===== config.mk =====
export PLATFORM = sky130hd
export DESIGN_NAME = secure_mem_port
export DESIGN_NICKNAME = d
export VERILOG_FILES = /design/src/rtl/secure_pkg.sv /design/src/rtl/secure_xform.sv /design/src/rtl/secure_mem_port.sv
export SDC_FILE = /design/constraint.sdc
export NUM_CORES = 1
export LEC_CHECK = 0
export CORE_MARGIN = 2
export CORE_UTILIZATION = 40
export DETAILED_ROUTE_END_ITERATION = 6
export GPL_TIMING_DRIVEN = 0
export PLACE_DENSITY = 0.7
export REMOVE_ABC_BUFFERS = 1
export SETUP_SLACK_MARGIN = 0.5
export SLEW_MARGIN = 30
export SYNTH_ARGS = -nofsm -noshare
export SYNTH_HDL_FRONTEND = slang
export SYNTH_SLANG_ARGS = --single-unit

===== constraint.sdc =====
create_clock -name clk -period 9.71 [get_ports clk]
set_clock_uncertainty 0.05 [all_clocks]
set_input_delay 0.971 -clock clk [delete_from_list [all_inputs] [get_ports clk]]
set_output_delay 0.971 -clock clk [all_outputs]
set_load 0.05 [all_outputs]

===== src/rtl/secure_pkg.sv =====
// Shared definitions for secure memory ports: access key, FSM states and the
// secure data transform used on the protected address region.
package secure_pkg;

  localparam logic [15:0] SEC_KEY = 16'h0032;

  typedef enum logic [2:0] {
    IDLE   = 3'd0,
    CHECK  = 3'd1,
    ACCESS = 3'd2,
    RDWAIT = 3'd3,
    RESP   = 3'd4
  } state_t;

  // Deliberately lossy scramble; all arithmetic wraps at 32 bits.
  function automatic logic [31:0] sec_encode(input logic [31:0] d);
    return ((d + 32'd15) & 32'd127) / 32'd3;
  endfunction

  function automatic logic [31:0] sec_decode(input logic [31:0] d);
    return ((d * 32'd3) & 32'd127) - 32'd15;
  endfunction

endpackage


===== src/rtl/secure_xform.sv =====
// Combinational secure transform: i_dir=0 encodes (store path), i_dir=1 decodes (load path).
module secure_xform
  import secure_pkg::*;
(
  input  logic        i_dir,
  input  logic [31:0] i_data,
  output logic [31:0] o_data
);

  assign o_data = i_dir ? sec_decode(i_data) : sec_encode(i_data);

endmodule


===== src/rtl/secure_mem_port.sv =====
// Sequential load/store responder with key check, bad-key lockout and secure transform.
// Optional build macro SECURE_PORT_AUDIT_EN adds the viol_cnt error counter output.
module secure_mem_port
  import secure_pkg::*;
#(
  parameter int ADDR_W      = 10,
  parameter int DATA_W      = 32,
  parameter int SEC_BOUND   = 128,
  parameter int MAX_FAILS   = 3,
  parameter int LOCK_CYCLES = 16
) (
  input  logic              clk,
  input  logic              rst,
  // A request transfers on a rising edge where req_valid && req_ready; only one
  // request is outstanding, and each produces exactly one rsp_valid pulse.
  input  logic              req_valid,
  output logic              req_ready,
  input  logic              req_we,
  input  logic [ADDR_W-1:0] req_addr,
  input  logic [DATA_W-1:0] req_wdata,
  input  logic [15:0]       req_key,
  output logic              rsp_valid,
  output logic [DATA_W-1:0] rsp_rdata,
  output logic              rsp_err,
  output logic              mem_en,
  output logic              mem_we,
  output logic [ADDR_W-1:0] mem_addr,
  output logic [DATA_W-1:0] mem_wdata,
  input  logic [DATA_W-1:0] mem_rdata,
`ifdef SECURE_PORT_AUDIT_EN
  output logic [15:0]       viol_cnt,
`endif
  output logic [2:0]        dbg_state
);

  localparam int FAIL_W = $clog2(MAX_FAILS + 1);
  localparam int LOCK_W = $clog2(LOCK_CYCLES + 1);

  state_t              r_state, w_next;
  logic                r_we;
  logic [ADDR_W-1:0]   r_addr;
  logic [DATA_W-1:0]   r_wdata;
  logic [15:0]         r_key;
  logic [DATA_W-1:0]   r_rdata;
  logic                r_err;
  logic [FAIL_W-1:0]   r_fail_cnt;
  logic [LOCK_W-1:0]   r_lock_cnt;

  logic                w_secure, w_locked, w_reject, w_lock_load;
  logic                w_x_dir;
  logic [DATA_W-1:0]   w_x_in, w_x_out;

  assign w_secure    = r_addr > ADDR_W'(SEC_BOUND);
  assign w_locked    = r_lock_cnt != '0;
  assign w_reject    = w_secure && (w_locked || r_key != SEC_KEY);
  assign w_lock_load = (r_state == CHECK) && w_reject &&
                       (r_fail_cnt == FAIL_W'(MAX_FAILS - 1));

  assign w_x_dir = (r_state == RDWAIT);
  assign w_x_in  = w_x_dir ? mem_rdata : r_wdata;

  secure_xform u_xform (
    .i_dir  (w_x_dir),
    .i_data (w_x_in),
    .o_data (w_x_out)
  );

  always_ff @(posedge clk or posedge rst) begin
    if (rst) r_state <= IDLE;
    else     r_state <= w_next;
  end

  always_comb begin
    w_next = r_state;
    case (r_state)
      IDLE:    if (req_valid) w_next = CHECK;
      CHECK:   w_next = w_reject ? RESP : ACCESS;
      ACCESS:  w_next = r_we ? RESP : RDWAIT;
      RDWAIT:  w_next = RESP;
      RESP:    w_next = IDLE;
      default: w_next = IDLE;
    endcase
  end

  always_ff @(posedge clk or posedge rst) begin
    if (rst) begin
      r_we       <= 1'b0;
      r_addr     <= '0;
      r_wdata    <= '0;
      r_key      <= '0;
      r_rdata    <= '0;
      r_err      <= 1'b0;
      r_fail_cnt <= '0;
    end else begin
      case (r_state)
        IDLE: if (req_valid) begin
          r_we    <= req_we;
          r_addr  <= req_addr;
          r_wdata <= req_wdata;
          r_key   <= req_key;
          r_rdata <= '0;
          r_err   <= 1'b0;
        end
        CHECK: begin
          if (w_reject) begin
            r_err      <= 1'b1;
            r_fail_cnt <= w_lock_load ? '0 : r_fail_cnt + 1'b1;
          end else if (w_secure) begin
            r_fail_cnt <= '0;
          end
        end
        RDWAIT:  r_rdata <= w_secure ? w_x_out : mem_rdata;
        default: ;
      endcase
    end
  end

  // Lockout timer runs freely; a reload while counting restarts the full window.
  always_ff @(posedge clk or posedge rst) begin
    if (rst)              r_lock_cnt <= '0;
    else if (w_lock_load) r_lock_cnt <= LOCK_W'(LOCK_CYCLES);
    else if (w_locked)    r_lock_cnt <= r_lock_cnt - 1'b1;
  end

`ifdef SECURE_PORT_AUDIT_EN
  logic [15:0] r_viol_cnt;
  always_ff @(posedge clk or posedge rst) begin
    if (rst)                                                 r_viol_cnt <= '0;
    else if (r_state == CHECK && w_reject && r_viol_cnt != 16'hFFFF) r_viol_cnt <= r_viol_cnt + 16'd1;
  end
  assign viol_cnt = r_viol_cnt;
`endif

  assign req_ready = (r_state == IDLE);
  assign rsp_valid = (r_state == RESP);
  assign rsp_rdata = rsp_valid ? r_rdata : '0;
  assign rsp_err   = rsp_valid & r_err;
  assign mem_en    = (r_state == ACCESS);
  assign mem_we    = mem_en & r_we;
  assign mem_addr  = mem_en ? r_addr : '0;
  assign mem_wdata = mem_we ? (w_secure ? w_x_out : r_wdata) : '0;
  assign dbg_state = r_state;

endmodule

==> flow_metrics.env, run 1 <==
export IMPL_hold_buffers=0
export IMPL_die_area_um2=15700
export IMPL_grt_pass1_wl_um=26100
export IMPL_cts_setup_buffers=0
export IMPL_finalHoldViolations=0
export IMPL_ys_types=69
export IMPL_endpoint="mem_wdata[0]"
export IMPL_die_w_um=125
export IMPL_startpoint_type="flop"
export IMPL_synth_adder_area_share=0.0234
export IMPL_vias=5137
export IMPL_initial_core_util=0.407
export IMPL_fill_cells=1267
export IMPL_synth_top_family_by_area="simple AND/OR/NAND/NOR gates"
export IMPL_pre_cts_slack_ns=1.56
export IMPL_setup_slack_ns=1.37
export IMPL_finalSetupViolCount=0
export IMPL_synthSimpleGateAreaFrac=0.205
export IMPL_drtIter0Drc=375
export IMPL_nets=865
export IMPL_route_detailed_drc=0
export IMPL_post_route_period_util=0.859
export IMPL_num_rows=44
export IMPL_fmax_ghz=0.120
export IMPL_finalWirelength_um=15600
export IMPL_hpwlAfterDp_um=11300
export IMPL_cpMaxStageDelayCell="clkdlybuf4s50_1"
export IMPL_timing_slew_headroom=0.407
export IMPL_yosysMostFrequentCell="dfrtp_1"
export IMPL_htreeDepth=3
export IMPL_grt_max_degree=56
export IMPL_ant_nets=0
export IMPL_r2r_setup_slack_ns=5.58
export IMPL_grt_usage=0.201
export IMPL_io_buffer_count=175
export IMPL_synth_mux_area_frac=0.131
export IMPL_crit_path_end_kind="output port"
export IMPL_min_path_type="reg -> reg"
export IMPL_crit_start="dbg_state[0]$_DFFE_PP0P_"
export IMPL_yosysWarnings=0
export IMPL_synth_area_top_cells="dfrtp_1 (43%), mux2_2 (12%), and2_1 (4.9%)"
export IMPL_dr_pass1_iters=5
export IMPL_drv_cap=0
export IMPL_synthCells=600
export IMPL_pin_count=176
export IMPL_ctsRootBufferMaster="clkbuf_16"
export IMPL_crit_chain="and3b_2, mux2i_1, ha_1, nor2b_1, nor4_1, nor3_4, nor2_2, inv_1, ha_1, inv_1, nand2_1, o41a_1, a211oi_4, nand2_1, nand2_1, xor2_1, ha_1, o21bai_1, or4b_4, o221ai_1, nand4_1, clkdlybuf4s50_1"
export IMPL_slew_viol_final=0
export IMPL_crit_type="reg -> out"
export IMPL_synthFlopType="dfrtp_1"
export IMPL_synth_compound_area_frac=0.146
export IMPL_path_clk_slew_ns=0.07
export IMPL_synth_top_area_share=0.433
export IMPL_grt_remaining_overflow=0
export IMPL_wl_per_cell_um=16.4
export IMPL_regToRegEndpoint="r_rdata[9]$_DFFE_PP0P_"
export IMPL_reg2reg_from="dbg_state[0]$_DFFE_PP0P_"
export IMPL_antenna_found_initial=0
export IMPL_setup_tns_ns=0
export IMPL_crit_fanout=25
export IMPL_crit_arrival_ns=7.32
export IMPL_layout_drive_gt1_share=0.148
export IMPL_gp_congestion=0.819
export IMPL_synth_edff_count=0
export IMPL_cts_tree="built"
export IMPL_tightest_slew_ns=0.886
export IMPL_syn_to_final_growth_pct=39.1
export IMPL_viasPerCell=5.41
export IMPL_rsz0062_at_grt="false"
export IMPL_avgSynthCellArea_um2=9.81
export IMPL_synth_async_reset_ratio=1.00
export IMPL_diodes=0
export IMPL_period_minus_slack_ns=8.34
export IMPL_reg2reg_depth=12
export IMPL_worstPathRequired_ns=8.69
export IMPL_die_h_um=125
export IMPL_synth_xor_area_frac=0.0268
export IMPL_dp_cells=933
export IMPL_slowest_delay_ns=0.72
export IMPL_yosys_top_cells_count="dfrtp_1 (102), mux2_2 (62), nand2_1 (57), nor2_1 (50), and2_1 (46)"
export IMPL_ys_seq_area_frac=0.433
export IMPL_stdcell_count=949
export IMPL_post_cts_resized=0
export IMPL_grt_pass1_vias=5237
export IMPL_cts_made_buffers=9
export IMPL_whs_path_depth=2
export IMPL_pwr_density_cell_nw_per_um2=329
export IMPL_core_area_um2=14500
export IMPL_netlist_area_um2=5890
export IMPL_synth_seq_cells=102
export IMPL_status="complete, no violations"
export IMPL_clock_path_buffers=2
export IMPL_p_leak_nw=3.35
export IMPL_vdd_drop_max_uv=141
export IMPL_insertion_delay_ns=0.35
export IMPL_yosys_area_top_type="dfrtp_1"
export IMPL_clock_sinks=102
==> cell type report <==
class | instances | area, µm² | share of cell area
sequential | 102 | 2550 | 0.312
clock inverter | 6 | 75.1 | 0.00916
clock buffer | 10 | 239 | 0.0292
tap | 184 | 230 | 0.0281
timing repair buffer | 182 | 1860 | 0.227
inverter | 14 | 57.6 | 0.00703
multi-input combinational | 451 | 3180 | 0.388
==> critical path: cells and delay by family (launching register included) <==
family          cells  cell delay, ns
flops               1            0.55
simple gates       10            2.77
compound gates      4            1.24
mux                 1            0.53
xor+xnor            1            0.08
fa+ha+maj           3            0.87
buf+inv             3            0.92
==> worst min-delay path by stage <==
stage	start	endpoint	slack, ns
floorplan	r_rdata[10]$_DFFE_PP0P_	r_rdata[10]$_DFFE_PP0P_	0.39
global placement	r_rdata[15]$_DFFE_PP0P_	r_rdata[15]$_DFFE_PP0P_	0.41
detailed placement	r_rdata[31]$_DFFE_PP0P_	r_rdata[31]$_DFFE_PP0P_	0.41
CTS	r_rdata[31]$_DFFE_PP0P_	r_rdata[31]$_DFFE_PP0P_	0.43
global route	r_rdata[18]$_DFFE_PP0P_	r_rdata[18]$_DFFE_PP0P_	0.44
finish	r_rdata[31]$_DFFE_PP0P_	r_rdata[31]$_DFFE_PP0P_	0.42
==> through the flow <==
stage	utilization	hold slack (ns)	total power, mW	cell area [µm²]
after floorplan	-	0.392	1.88	5740
after global placement	0.533	0.406	2.20	7720
after detailed placement	0.543	0.414	2.29	7870
after CTS	0.565	0.430	2.68	8180
after global routing	0.566	0.443	2.90	8190
final	0.566	0.423	2.69	8190
==> power breakdown <==
part | internal [mW] | switching [mW] | total (mW)
clock | 0.211 | 0.171 | 0.383
sequential | 0.588 | 0.124 | 0.712
combinational | 0.701 | 0.896 | 1.60
total | 1.50 | 1.19 | 2.69
==> registers in the layout, summed over array words and instances (netlist names) <==
signal / cells
r_fail_cnt: 2
r_we: 1
r_addr: 10
r_rdata: 32
r_err: 1
dbg_state: 3
r_key: 16
r_wdata: 32
r_lock_cnt: 5
==> kinds of logic (layout without fill, tap and decap cells) <==
group                      Yosys count  count (layout)
DFF                                102             102
muxes                               69              69
AOI/OAI and AO/OA                  127             127
and+or+nand+nor                    226             226
xor gates and xnor gates            18              18
adders and majority gates           11              11
buffers and inverters               47             212
==> cells in the final DEF, fill, tap and decap left out, drive strengths merged, types with 4 or more instances in the layout <==
cell / instances
o21a: 25
ha: 11
clkbuf: 10
inv: 17
dfrtp: 102
mux2: 62
nor3b: 8
or3: 6
nor3: 11
o21ai: 44
nand2: 57
mux2i: 7
xnor2: 14
nor4: 5
a211oi: 6
nand2b: 7
xor2: 4
nand4: 4
clkdlybuf4s50: 175
nand3: 9
nor2: 53
and2: 47
buf: 7
a21oi: 16
==> layer usage <==
| layer | up-vias | share of wire | GRT usage |
|---|---|---|---|
| met5 | - | 0 | 0 |
| met3 | 25 | 0.091 | 0.0522 |
| li1 | 2434 | - | - |
| met1 | 2461 | 0.44 | 0.276 |
| met2 | 217 | 0.45 | 0.310 |
| met4 | 0 | 0.020 | 0.0693 |
Power figures use the tool's default switching activity.
==> run 2: changes to the inputs <==
--- a/config.mk
+++ b/config.mk
@@ -5,7 +5,6 @@
 export SDC_FILE = /design/constraint.sdc
 export NUM_CORES = 1
 export LEC_CHECK = 0
-export CORE_MARGIN = 2
 export CORE_UTILIZATION = 40
 export DETAILED_ROUTE_END_ITERATION = 6
 export GPL_TIMING_DRIVEN = 0
==> flow_metrics.env, run 2 (synthesis gave the netlist of run 1 again) <==
export IMPL_status="complete, no violations"
export IMPL_gp_congestion=0.922
export IMPL_nets=865
export IMPL_post_cts_resized=0
export IMPL_layout_drive_gt1_share=0.144
export IMPL_finalWirelength_um=15500
export IMPL_wl_per_cell_um=16.4
export IMPL_finalSetupViolCount=0
export IMPL_regToRegEndpoint="r_rdata[13]$_DFFE_PP0P_"
export IMPL_intPower_mw=1.49
export IMPL_hpwlAfterDp_um=11300
export IMPL_pre_cts_slack_ns=1.63
export IMPL_ctsRootBufferMaster="clkbuf_16"
export IMPL_period_minus_slack_ns=8.27
export IMPL_crit_arrival_ns=7.25
export IMPL_fmax_ghz=0.121
export IMPL_clock_sinks=102
export IMPL_hold_buffers=0
export IMPL_dr_pass1_iters=4
export IMPL_vias=5057
export IMPL_syn_to_final_growth_pct=38.5
export IMPL_r2r_setup_slack_ns=5.67
export IMPL_tightest_slew_ns=0.946
export IMPL_die_w_um=123
export IMPL_final_common_cell="clkdlybuf4s50_1"
export IMPL_min_delay_worst_endpoint="r_rdata[14]$_DFFE_PP0P_"
export IMPL_die_area_um2=15200
export IMPL_whs_path_depth=2
export IMPL_swShare=0.440
export IMPL_worstPathRequired_ns=8.69
export IMPL_seq_power_share=0.268
export IMPL_reg2reg_from="dbg_state[2]$_DFFE_PP0P_"
export IMPL_timing_slew_headroom=0.365
export IMPL_grt_pass1_wl_um=24800
export IMPL_grt_remaining_overflow=0
export IMPL_min_delay_start="r_rdata[14]$_DFFE_PP0P_"
export IMPL_slew_viol_final=0
export IMPL_cts_made_buffers=9
export IMPL_vdd_drop_max_uv=151
export IMPL_setup_tns_ns=0
export IMPL_pwr_density_cell_nw_per_um2=327
export IMPL_route_detailed_drc=0
export IMPL_cts_tree="built"
export IMPL_cts_setup_buffers=0
export IMPL_min_path_type="reg -> reg"
export IMPL_crit_path_end_kind="output port"
export IMPL_ant_nets=0
export IMPL_finalHoldViolations=0
export IMPL_setup_slack_ns=1.44
export IMPL_p_leak_nw=3.34
export IMPL_p_clk_frac=0.138
export IMPL_core_area_um2=14100
export IMPL_startpoint_type="flop"
export IMPL_clock_path_buffers=2
export IMPL_path_clk_slew_ns=0.07
export IMPL_reg2reg_depth=12
export IMPL_num_rows=43
export IMPL_combPwrFrac=0.594
export IMPL_biggestRegsByFlops="r_rdata x32, r_wdata x32, r_key x16"
export IMPL_diodes=0
export IMPL_post_route_period_util=0.852
export IMPL_pin_count=176
export IMPL_antenna_found_initial=0
export IMPL_viasPerCell=5.35
export IMPL_drv_cap=0
export IMPL_grt_max_degree=62
export IMPL_crit_type="reg -> out"
export IMPL_rsz0062_at_grt="false"
export IMPL_final_cell_mix="clkdlybuf4s50_1 (175), dfrtp_1 (102), mux2_2 (62)"
export IMPL_initial_core_util=0.418
export IMPL_crit_fanout=25
export IMPL_power_switching_mw=1.18
export IMPL_grt_pass1_vias=5114
export IMPL_grt_usage=0.211
export IMPL_die_h_um=123
export IMPL_fill_cells=1228
export IMPL_htreeDepth=3
export IMPL_io_buffer_count=175
export IMPL_drtIter0Drc=301
export IMPL_insertion_delay_ns=0.34
## run 2: cell count changes in the layout (fill, tap and decap cells not counted), sizes merged
cell / delta
clkbuf: +2
clkinvlp: -1
inv: -1
## run 2: critical path, stage by stage, from the launching register on
cell and delay [ns]:
dfrtp_1 0.48, and3b_2 0.71, mux2i_1 0.53, ha_1 0.28
nor2b_1 0.09, nor4_1 0.69, nor3_4 0.10, nor2_2 0.21
inv_1 0.11, ha_1 0.32, inv_1 0.08, nand2_1 0.10
o41a_1 0.37, a211oi_4 0.50, nand2_1 0.10, nand2_1 0.15
xor2_1 0.08, ha_1 0.29, o21bai_1 0.22, or4b_4 0.51
o221ai_1 0.17, nand4_1 0.10, clkdlybuf4s50_1 0.71
## run 2: layout make-up
type / count / area, µm² / share of cell area
multi-input combinational: 451 / 3170 / 0.389
sequential: 102 / 2550 / 0.313
clock inverter: 4 / 52.6 / 0.00644
tap: 180 / 225 / 0.0276
inverter: 14 / 57.6 / 0.00706
clock buffer: 12 / 246 / 0.0302
timing repair buffer: 182 / 1850 / 0.227
## run 2: power by group through the flow
stage	registers (mW)	logic, mW	clock network [mW]
floorplan	0.690	1.19	0
global placement	0.707	1.50	0
detailed placement	0.721	1.57	0
CTS	0.714	1.57	0.378
global route	0.739	1.73	0.394
finish	0.716	1.59	0.368
## run 2: worst max-delay path by stage
stage | slack [ns] | end | start
final | 1.44 | mem_wdata[0] | dbg_state[2]$_DFFE_PP0P_
after global routing | 1.04 | mem_wdata[0] | dbg_state[2]$_DFFE_PP0P_
after CTS | 1.54 | mem_wdata[0] | dbg_state[0]$_DFFE_PP0P_
after detailed placement | 1.63 | mem_wdata[0] | mem_rdata[1]
after global placement | 1.69 | mem_wdata[0] | mem_rdata[1]
after floorplan | 2.46 | mem_wdata[0] | dbg_state[0]$_DFFE_PP0P_
## run 2: through the flow
| step | util | instance area (µm²) | total power, mW | std cells | hold WS (ns) |
|---|---|---|---|---|---|
| global route | 0.579 | 8160 | 2.86 | 945 | 0.443 |
| global placement | 0.547 | 7710 | 2.21 | 922 | 0.407 |
| finish | 0.579 | 8160 | 2.67 | 945 | 0.424 |
| floorplan | - | 5740 | 1.88 | 567 | 0.392 |
| CTS | 0.579 | 8160 | 2.67 | 945 | 0.430 |
| detailed placement | 0.557 | 7860 | 2.29 | 929 | 0.415 |
## run 2: routing by layer
| layer | global-route usage | vias to the layer above | wire (µm) |
|---|---|---|---|
| li1 | - | 2438 | - |
| met1 | 0.266 | 2417 | 6940 |
| met2 | 0.337 | 187 | 7060 |
| met3 | 0.0696 | 15 | 1370 |
| met4 | 0.0723 | 0 | 170 |
| met5 | 0 | - | 0 |
==> variant 1 (config.mk and constraints of run 1) <==
Build with the macro `SECURE_PORT_AUDIT_EN` defined.
--- a/src/rtl/secure_mem_port.sv
+++ b/src/rtl/secure_mem_port.sv
@@ -1,4 +1,6 @@
 // Sequential load/store responder with key check, bad-key lockout and secure transform.
 // Optional build macro SECURE_PORT_AUDIT_EN adds the viol_cnt error counter output.
+`define SECURE_PORT_AUDIT_EN
+
 module secure_mem_port
   import secure_pkg::*;
Formal check against the unedited RTL (old outputs only; new: viol_cnt): equivalent (equiv_simple and equiv_induct, registers matched by name and starting in step).
==> variant 1 against run 1 <==
- setup slack improved by 0.20 ns
- die area increased by 15%
- area after synthesis grew 15%
- sequential cell count rose by 16
- total power grew 16%
- cell area rose by 16%
- wire length up 15%
- sequential power rose by 13%
- critical path type unchanged
- highest routed layer unchanged
==> variant 1: results (changes against run 1) <==
grt:
  grt_pass1_wl_um: 29490  # +13%
  grt_max_degree: 68  # +21%
  grt_pass1_vias: 5706  # +9.0%
routing:
  vias_per_cell: 5.076  # -6.2%
  drtPass1Iterations: 4  # -1
  m1WireLength_um: 8096  # +17%
  wl_met3_um: 1297  # -8.9%
  routed_wl_um: 17910  # +15%
  met2_length_um: 8274  # +19%
  drt_iter0_drc: 286  # -24%
status:
  status: "completed"
layout:
  reg_top3: "r_rdata: 32 flops, r_wdata: 32 flops"
  nets: 972  # +12%
  drive_above_1_share_pct: 15.13  # +0.36 points
logic_synthesis:
  synth_area_leaders: "dfrtp_1 44%, mux2_2 10%, and2_1 4.1%, nand2_1 3.7%, nor2_1 3.7%"
  yosysSeqAreaShare_pct: 43.61  # +0.26 points
  synthDistinctLibCells: 68  # -1.4%
  ys_top_cells_by_count: "118 x dfrtp_1, 66 x nand2_1, 66 x nor2_1"
power:
  comb_power_w: 0.00172  # +7%
  vdd_drop_max_mv: 0.1621  # +15%
  leakage_nw: 3.970  # +18%
  pg_seq_w: 0.000807  # +13%
setup_path:
  path_max_fanout: 20  # -20%
  worst_ep_arrival_time_ns: 7.12  # -0.20 ns
clocking:
  cts_buffers: 17  # +8
  htreeDepth: 4  # +1
  insertion_delay_ns: 0.41  # +0.06 ns
placement:
  port_buffers: 191  # +9.1%
  dp_slack_ns: 1.794  # +0.2352 ns
  hpwl_um: 12960  # +15%
-- variant 1: cell types whose count changed after synthesis, moves of 4 or more --
| cell | before | now |
|---|---|---|
| nand4_1 | 4 | 10 |
| nor3b_1 | 6 | 2 |
| xor2_1 | 4 | 14 |
| buf_1 | 7 | 1 |
| clkbuf_1 | 21 | 30 |
| nand2_1 | 57 | 66 |
| xnor2_1 | 14 | 28 |
| nor2_1 | 50 | 66 |
| and3_1 | 2 | 7 |
| dfrtp_1 | 102 | 118 |
| o21ai_1 | 5 | 0 |
-- variant 1: final cells by class --
type	count	area, um2
Tap cell	220	275.3
Inverter	18	75.07
Sequential cell	118	2953
Clock buffer	19	442.9
Multi-Input combinational cell	510	3622
Clock inverter	13	120.1
Timing Repair Buffer	201	2054
Fill cell	1473	7041
-- variant 1: kinds of logic after synthesis --
| group | Yosys count | synth area share [%] |
|---|---|---|
| xor gates and xnor gates | 42 | 5.432 |
| and+or+nand+nor | 243 | 18.39 |
| adders and majority gates | 12 | 2.217 |
| AOI/OAI and AO/OA | 138 | 14.12 |
| buffers and inverters | 55 | 3.511 |
| muxes | 75 | 12.73 |
| DFF | 118 | 43.61 |
-- variant 1: worst paths after layout --
check	slack, ns	endpoint	cells past startpoint	from
max reg2reg	5.07	r_rdata[13]	12	dbg_state[0]
max in group asynchronous	8.03	r_wdata[26]	3	rst
min	0.42	r_rdata[27]	2	r_rdata[27]
max	1.57	mem_wdata[0]	23	dbg_state[0]
min reg2reg	0.42	r_rdata[27]	2	r_rdata[27]
min in group asynchronous	0.94	r_rdata[12]	2	rst
-- variant 1: per-stage QoR --
stage,instances,power (W),area (um2)
floorplan,646,0.002089,6601
global placement,1057,0.002472,8788
detailed placement,1067,0.002532,8980
CTS,1099,0.003146,9543
global route,1099,0.003383,9543
finish,1099,0.003130,9543
-- variant 1: metal layers --
metal / GRT usage (%) / up-vias
met1: 26.49 / 2630
met4: 5.848 / 0
met3: 6.576 / 16
met5: 0 / -
li1: - / 2776
met2: 33.16 / 157
-- variant 1: critical path, stage by stage, from the launching register on --
cell and delay (ns):
dfrtp_1 0.58, and3b_2 0.62, mux2i_1 0.53, ha_1 0.38, nor3b_2 0.38, o211ai_2 0.26, mux2i_2 0.41, inv_2 0.15
ha_1 0.38, inv_1 0.17, o21ai_2 0.09, a21oi_1 0.12, o21ai_0 0.10, a21oi_1 0.27, xnor2_1 0.18, inv_1 0.06
ha_1 0.20, inv_1 0.09, a31oi_1 0.10, and4bb_4 0.34, xnor2_1 0.07, o211a_1 0.21, o31ai_2 0.17, clkdlybuf4s50_1 0.85
==> variant 2 (config.mk and constraints of run 1) <==
Made on the original files. Put one more register stage on the output `dbg_state`, cleared by the reset. The value now appears one clock later. The other outputs are not delayed to match.
--- a/src/rtl/secure_mem_port.sv
+++ b/src/rtl/secure_mem_port.sv
@@ -140,5 +140,11 @@
   assign mem_addr  = mem_en ? r_addr : '0;
   assign mem_wdata = mem_we ? (w_secure ? w_x_out : r_wdata) : '0;
-  assign dbg_state = r_state;
+  always_ff @(posedge clk or posedge rst) begin
+    if (rst) begin
+      dbg_state <= '0;
+    end else begin
+      dbg_state <= r_state;
+    end
+  end
 
 endmodule
Formal check against the unedited RTL: not equivalent (a bounded check fails within 4 cycles, from zero or initial values and one cycle with rst high).
==> variant 2 against run 1 <==
- via count hardly changed
- sequential power is 1% higher
- wire length is 2.2% higher
- global-route usage is 0.15 points lower
- area after synthesis is 2.0% higher
- total power is 2.0% higher
- utilization is 0.34 points higher
- cell area is 1.4% higher
- combinational power is 4% higher
- setup slack worse by 0.34 ns
- sequential cell count is 3 higher
- critical path type unchanged
==> variant 2: results (changes against run 1) <==
layout:
  nets: 868  # +0.35%
  nFillCells: 1246  # -1.7%
setup_path:
  cp_slowest_stage_delay_ns: 0.79  # +0.07 ns
  worst_ep_arrival_time_ns: 7.66  # +0.34 ns
  r2r-start: "r_state[1]"
  r2r_slack_ns: 5.15  # -0.43 ns
logic_synthesis:
  synthXorXnorAreaFrac_pct: 2.936  # +0.26 points
  synth_area_leaders: "dfrtp_1 44%, mux2_2 11%, and2_1 5.1%, o21a_1 3.5%, nor2_1 3.4%"
  ys_top_cells_by_count: "105 x dfrtp_1, 60 x mux2_2, 54 x nor2_1"
routing:
  m1WireLength_um: 6717  # -2.7%
  met2_length_um: 7908  # +14%
  wl_met3_um: 1189  # -17%
placement:
  hpwl_um: 11740  # +3.9%
  place_inst: 936  # +0.32%
  gp_routability_congestion: 0.8584  # +4.8%
  post_dp_cell_area_mm2: 0.008009  # +1.8%
grt:
  grt_max_degree: 64  # +14%
  grt.total_usage_pct: 19.94  # -0.15 points
  met2_usage_pct: 34.13  # +3.2 points
  grt_pass1_vias: 5133  # -2.0%
hold_path:
  hold_end: "r_rdata[3]"
  holdCritStartpoint: "r_rdata[3]"
power:
  leakage_nw: 3.458  # +3.1%
  vdd_drop_max_mv: 0.1734  # +23%
timing:
  worst_slew_pin_slew_ns: 0.8841  # -0.002015 ns
  whs_ns: 0.4258  # +0.002736 ns
status:
  status: "completed"
-- variant 2: layout make-up --
cell class              count  area [um2]  share of cell area [%]
clock buffers               9       225.2                   2.712
inverters                  16       70.07                  0.8439
repair buffers            182        1877                   22.60
flip-flops and latches    105        2628                   31.65
multi-input cells         449        3206                   38.61
well taps                 184       230.2                   2.773
clock inverters             7       67.56                  0.8137
-- variant 2: worst max path at each step --
stage | start | to | slack [ns] | depth (start not counted)
after floorplan | r_state[1] | mem_wdata[1] | 2.78 | 25
after global routing | r_state[1] | mem_wdata[0] | 0.56 | 26
after CTS | r_state[1] | mem_wdata[0] | 0.85 | 26
after detailed placement | r_state[1] | mem_wdata[0] | 1.29 | 26
final | r_state[1] | mem_wdata[0] | 1.03 | 26
after global placement | mem_rdata[1] | mem_wdata[0] | 1.42 | 26
-- variant 2: power by group --
group	internal (W)	total, W	leakage (nW)	switching, W
logic	0.000723	0.00167	2.00	0.000946
registers	0.000602	0.000721	1.32	0.000119
clock network	0.000182	0.000355	0.142	0.000173
